==> config.mk <==
export PLATFORM = sky130hd
export DESIGN_NAME = system
export DESIGN_NICKNAME = d
export VERILOG_FILES = /design/src/rtl/system.sv
export SDC_FILE = /design/constraint.sdc
export NUM_CORES = 1
export LEC_CHECK = 0
export BUFFER_PORTS_ARGS = -buffer_cell sky130_fd_sc_hd__buf_2
export CORE_UTILIZATION = 50
export DETAILED_ROUTE_END_ITERATION = 10
export PLACE_DENSITY_LB_ADDON = 0.15
export RECOVER_POWER = 50
export SLEW_MARGIN = 20
export SYNTH_ARGS = -nofsm -noshare
export SYNTH_HDL_FRONTEND = slang
export SYNTH_SLANG_ARGS = --single-unit
export TNS_END_PERCENT = 30
==> constraint.sdc <==
create_clock -name clk -period 2.15 [get_ports clk]
set_input_delay 0.215 -clock clk [delete_from_list [all_inputs] [get_ports clk]]
set_output_delay 0.215 -clock clk [all_outputs]
set_load 0.03 [all_outputs]
==> src/rtl/system.sv <==
// VGA 640x480 timing generator with a free-running heartbeat LED.
// A pixel divider produces a one-cycle pixel enable. The enable steps
// the horizontal counter, and the horizontal wrap steps the vertical
// counter. Both sync outputs are registered from the *next* counter
// value, so each sync changes on the same edge as the counter it decodes.
// Reset (btns) is asynchronous and active-high. Release takes effect on
// the first rising edge that sees btns low, with no synchronizer stage.
module system #(
   parameter int CLK_FREQ        = 100000000,
   parameter int LED_HALF_PERIOD = CLK_FREQ / 2,
   parameter int PIX_DIV         = 4,
   parameter int H_VISIBLE       = 640,
   parameter int H_FRONT         = 16,
   parameter int H_SYNC          = 96,
   parameter int H_BACK          = 48,
   parameter int V_VISIBLE       = 480,
   parameter int V_FRONT         = 10,
   parameter int V_SYNC          = 2,
   parameter int V_BACK          = 33
) (
   input  logic clk,
   input  logic btns,
   output logic Led,
   output logic Hsync,
   output logic Vsync
);

   // Derived timing constants, sized to the 10-bit counters.
   localparam int H_TOTAL = H_VISIBLE + H_FRONT + H_SYNC + H_BACK;
   localparam int V_TOTAL = V_VISIBLE + V_FRONT + V_SYNC + V_BACK;

   localparam logic [9:0] H_LAST   = 10'(H_TOTAL - 1);
   localparam logic [9:0] V_LAST   = 10'(V_TOTAL - 1);
   localparam logic [9:0] HS_START = 10'(H_VISIBLE + H_FRONT);
   localparam logic [9:0] HS_END   = 10'(H_VISIBLE + H_FRONT + H_SYNC);
   localparam logic [9:0] VS_START = 10'(V_VISIBLE + V_FRONT);
   localparam logic [9:0] VS_END   = 10'(V_VISIBLE + V_FRONT + V_SYNC);

   localparam int DIV_W = (PIX_DIV > 1) ? $clog2(PIX_DIV) : 1;
   localparam logic [DIV_W-1:0] DIV_LAST = DIV_W'(PIX_DIV - 1);

   localparam int LED_W = (LED_HALF_PERIOD > 1) ? $clog2(LED_HALF_PERIOD) : 1;
   localparam logic [LED_W-1:0] LED_LAST = LED_W'(LED_HALF_PERIOD - 1);

   logic [DIV_W-1:0] div_q,   div_d;
   logic [9:0]       hcnt_q,  hcnt_d;
   logic [9:0]       vcnt_q,  vcnt_d;
   logic             hsync_q, hsync_d;
   logic             vsync_q, vsync_d;
   logic [LED_W-1:0] hb_q,    hb_d;
   logic             led_q,   led_d;

   logic pix_en;
   logic h_wrap;
   logic hb_wrap;

   // Video counter chain: the divider gates hcnt, and the hcnt wrap gates vcnt.
   always_comb begin
      pix_en = (div_q == DIV_LAST);
      h_wrap = pix_en && (hcnt_q == H_LAST);
      div_d  = pix_en ? '0 : div_q + DIV_W'(1);
      hcnt_d = hcnt_q;
      vcnt_d = vcnt_q;
      if (pix_en) begin
         hcnt_d = h_wrap ? 10'd0 : hcnt_q + 10'd1;
      end
      if (h_wrap) begin
         vcnt_d = (vcnt_q == V_LAST) ? 10'd0 : vcnt_q + 10'd1;
      end
   end

   // Sync decode from the next counter values, so each sync stays aligned with its counter.
   always_comb begin
      hsync_d = !((hcnt_d >= HS_START) && (hcnt_d < HS_END));
      vsync_d = !((vcnt_d >= VS_START) && (vcnt_d < VS_END));
   end

   // Heartbeat: toggle the LED each time the half-period counter wraps.
   always_comb begin
      hb_wrap = (hb_q == LED_LAST);
      hb_d    = hb_wrap ? '0 : hb_q + LED_W'(1);
      led_d   = hb_wrap ? ~led_q : led_q;
   end

   // State registers, cleared asynchronously by btns.
   always_ff @(posedge clk or posedge btns) begin
      if (btns) begin
         div_q   <= '0;
         hcnt_q  <= 10'd0;
         vcnt_q  <= 10'd0;
         hsync_q <= 1'b1;
         vsync_q <= 1'b1;
         hb_q    <= '0;
         led_q   <= 1'b0;
      end else begin
         div_q   <= div_d;
         hcnt_q  <= hcnt_d;
         vcnt_q  <= vcnt_d;
         hsync_q <= hsync_d;
         vsync_q <= vsync_d;
         hb_q    <= hb_d;
         led_q   <= led_d;
      end
   end

   assign Hsync = hsync_q;
   assign Vsync = vsync_q;
   assign Led   = led_q;

endmodule

[Word level (Yosys, flattened, before mapping)]
Index checks and enable logic that the tools add are counted.
Word-level totals
  latch bits: 0
  memories kept: 0
  input port bits: 2
  flip-flop bits (word level): 51
  memory bits (read-only): 0
  logic and storage cells: 31
  RAM bits: 0
Operators by class
  equal/unequal tests: 4
  add/subtract/negate cells: 4
  multiply operators: 0
  bitwise operators: 1
  reductions and logical operators: 5
  div/mod/pow operators: 0
  shift operators: 0
  muxes and demuxes: 6
  order comparisons: 4
Operators by type and width (number)
  $mux W10: 4
  $add A26 B1 Y26 const B: 1
  $eq A26 B26 Y1 const B: 1
  $mux W26: 1
  $add A10 B1 Y10 const B: 2
  $eq A10 B10 Y1 const B: 2
  $ge A10 B10 Y1 const B: 1
  $ge A10 B9 Y1 const B: 1
  $lt A10 B10 Y1 const B: 1
  $lt A10 B9 Y1 const B: 1
  $logic_and A1 B1 Y1: 3
  $add A2 B1 Y2 const B: 1
  $eq A2 B2 Y1 const B: 1
  $logic_not A1 Y1: 2
  $mux W2: 1
  $not A1 Y1: 1

[Depth between registers and ports, before layout]
  depth after elaboration: 7
  gate-level depth with buffers: 8
  mapped depth without buffers: 7

[Worst setup path after synthesis]
No wires, ideal clock.
  path type: reg2reg
  start: reg hcnt_q[5]
  end: reg vsync_q, in the netlist Vsync
  slack: -0.209 ns
  stages on the path, launching flop included: 6
  library setup time: 0.094 ns
  data arrival time: 2.265 ns
  buffers on the path: 0
  cells stage by stage: dfrtp_1 -> or4b_4 -> or4_4 -> and4bb_1 -> nor3_1 -> or4_1
On the way
  cells in the longest elaborated chain, start to end: 6
Ends and longest elaborated chain
  start: declaration: line 46  | logic [9:0] hcnt_q, hcnt_d;
  start signal: assignment: line 97  | hcnt_q <= hcnt_d;
  $eq A10 B10 Y1 *: line 60  | h_wrap = pix_en && (hcnt_q == H_LAST);
  $logic_and A1 B1 Y1 *: line 60
  $mux W10 *: line 67  | if (h_wrap) begin
  $ge A10 B9 Y1 / $lt A10 B9 Y1 (equally long branches): line 75  | vsync_d = !((vcnt_d >= VS_START) && (vcnt_d < VS_END));
  $logic_and A1 B1 Y1 *: line 75
  $logic_not A1 Y1 *: line 75
  net vsync_d: line 49  | logic vsync_q, vsync_d;
  end signal: assignment: line 100  | vsync_q <= vsync_d;
  end: declaration: line 49
Mark *: on every way through the listed nets, which the timed path passes. The rest lies on a longest branch.
A chain may end at the register's enable or synchronous reset.

[Worst setup path in the final report]
  start: reg hcnt_q[7]
  end: reg vsync_q, in the netlist Vsync
The elaborated chain is that of the path after synthesis.

==> key figures <==
Run status
  • Outcome: finished, violations left
  • Failing checks: negative setup slack

Synth
  • Post-synth net total: about 270
  • Yosys top cell area share: 0.466
  • Synth Flop Type: dfrtp_1
  • Syn Inst Count: approximately 270
  • Post-synth EDFFs: 0
  • Seq/Total Area, Yosys: 0.486
  • Mean Syn Cell Area: 9.89 um^2
  • Synth unique cells: 47
  • Synth top area cells: dfrtp_1 47%, xnor2_1 6.0%, xor2_1 4.7%
  • Post-synth ARST share: 1.00
  • Yosys warns: 0
  • Register bit total from synthesis: 51
  • Synth cell count leaders: 49 x dfrtp_1, 27 x nand2_1, 24 x nor2_1
  • Mapped Area: 2630 um^2
  • Most common cell in the netlist: dfrtp_1
  • Synth area leader: dfrtp_1

Timing
  • Peak Freq: 433 MHz
  • Period utilization: 1.07
  • Slew Viols, Final: 0
  • Final worst slack: -0.157 ns
  • Worst Skew: 0.00925 ns
  • Final Hold Vio Count: 0
  • RSZ-0062 raised after global routing: yes
  • Setup-failing EPs final: 1
  • Final setup TNS: -0.157 ns
  • Worst slew margin: 0.179
  • Worst hold margin: 0.291 ns
  • Worst slew pin tran: 1.23 ns
  • Final Critical Period: 2.31 ns

Flow run
  • Maxcap violations: 0

Critical path
  • Startpoint types: register
  • Reg-to-reg endpoint: Vsync
  • Arr. time, crit path: 2.53 ns
  • Reg-to-Reg Start: hcnt_q[7]
  • Critical Path Start: hcnt_q[7]
  • Worst-path maximum fanout: 6
  • R2R Setup Slk: -0.16 ns
  • Setup crit end kind: register
  • Kind of critical path: reg -> reg
  • Worst EP required: 2.38 ns
  • Worst setup endpoint: Vsync
  • Worst R2R Path Depth: 5

Placed design
  • Final GP Congestion: 0.813
  • Post-DP HPWL: 3660 um
  • PortBufs: 4

CTS
  • Register clock-pin slew on the reported worst setup and hold paths: around 0.10 ns
  • Sinks on Clock Net: 51
  • CTS buffer count: 5
  • Clock buffer depth: 2
  • Clk Latency, worst-skew pair: 0.31 ns
  • H-tree depth: 2
  • Clock root cell: clkbuf_8
  • CTS tree: yes

Floorplanning
  • Die Area: roughly 5600 um^2
  • Starting density of the core: 0.518
  • Die span in y: 74.5 um
  • Ports: 5
  • Row count: 26
  • Core Area: approximately 5100 um^2
  • Die Span X: around 75 um

Global routing
  • Grt total ovfl: 0
  • Initial antenna violation count: 0
  • First-pass GRT wire length: slightly below 9000 um
  • Largest net degree at the start of global routing: 52
  • GR Util All Layers: 0.210
  • Vias in the first global route: 1917

Hold path
  • Worst hold path class: in -> async

Cells and area
  • Layout Nets: between 300 and 400
  • Layout Utilization: 0.590
  • P&R area growth vs syn: 13.8%
  • # diodes: 0
  • Fraction of layout cells with a size suffix above 1: 0.171

Pwr
  • Leakage: about 1.3 nW
  • Power per cell area: 522 nW/um^2
  • Total Power: ~1.6 mW
  • Worst IR Drop VDD: 0.380 mV

Drt
  • Antenna Nets Post-Route: 0
  • Routed WL per cell: 13.8 um
  • DRT Pass-1 Iters: 4
  • Final wirelength: 5070 um
  • Post-DR vias/cell: 5.45
  • DR iter-0 viols: between 100 and 150
  • Residual DRC: 0
  • DR vias: 2007
==> worst min-delay path by stage <==
stage                   from         to  slack, ns  cells after the start
floorplan           div_q[0]   div_q[0]       0.40                      1
global placement    div_q[0]   div_q[0]       0.41                      1
detailed placement      btns  vcnt_q[7]       0.42                      3
CTS                     btns  vcnt_q[7]       0.08                      3
global route        div_q[0]   div_q[0]       0.45                      1
finish                  btns  vcnt_q[7]       0.29                      3
==> placed cells by master (no fill, tap or decap), drive strengths merged, types with 10 or more instances in the layout <==
master and instances:
xor2 14, buf 30, nor3 11, inv 10
o21ai 10, dfrtp 49, xnor2 18, nand2 27
nand3 19, nand4 12, nor2 24
==> logic make-up (layout without fill, tap and decap cells) <==
kind of cell	Yosys count	count (layout)	synth area share
buffers and inverters	16	48	0.0281
flip-flops	51	51	0.486
adder cells (fa/ha/maj)	5	5	0.0238
XOR/XNOR	32	32	0.107
AO/OA/AOI/OAI	32	32	0.0818
AND/OR/NAND/NOR	128	128	0.266
multiplexers	2	2	0.00808
==> metrics by stage <==
step	cell area (um^2)	instances	setup slack (ns)
finish	3000	368	-0.157
global route	3000	368	-0.194
CTS	3000	368	-0.160
detailed placement	2900	360	-0.145
global placement	2900	360	-0.119
floorplan	2630	266	-0.140
==> state kept, by name, indices dropped and copies added (netlist names) <==
signal / count
Vsync: 1
vcnt_q: 10
div_q: 2
hb_q: 26
Led: 1
Hsync: 1
hcnt_q: 10
==> per-layer routing <==
metal / track usage / vias up / share of wire
met2: 0.320 / 31 / 0.46
met1: 0.304 / 959 / 0.50
li1: - / 1013 / -
met3: 0.0393 / 4 / 0.031
met4: 0.0629 / 0 / 0.0093
met5: 0 / - / 0
==> cell type report <==
class	instances	area, um^2
Clock buffer	5	68.8
Clock inverter	3	27.5
Fill cell	468	2080
Inverter	9	33.8
Multi-Input combinational cell	199	1280
Sequential cell	51	1280
Tap cell	70	87.6
Timing Repair Buffer	31	220
==> power breakdown <==
group,internal (mW),switching [mW]
clock network,0.240,0.347
registers,0.959,0
logic,0.00131,0.0179
==> timing repair <==
item,in CTS,in global routing
gates cloned,0,0
endpoints found under the hold margin,0,0
buffers inserted,0,0
hold buffers,0,0
endpoints found under the setup margin,1,4
gates resized for setup,0,1
pin swaps,2,2
==> worst max-delay path, stage by stage, from the launching register on <==
cell and delay [ns]:
dfrtp_1 0.40, or4b_4 0.59, or4_4 0.44, and4bb_1 0.26
nor3_1 0.04, or4_1 0.50
(Power assumes the default switching activity.)
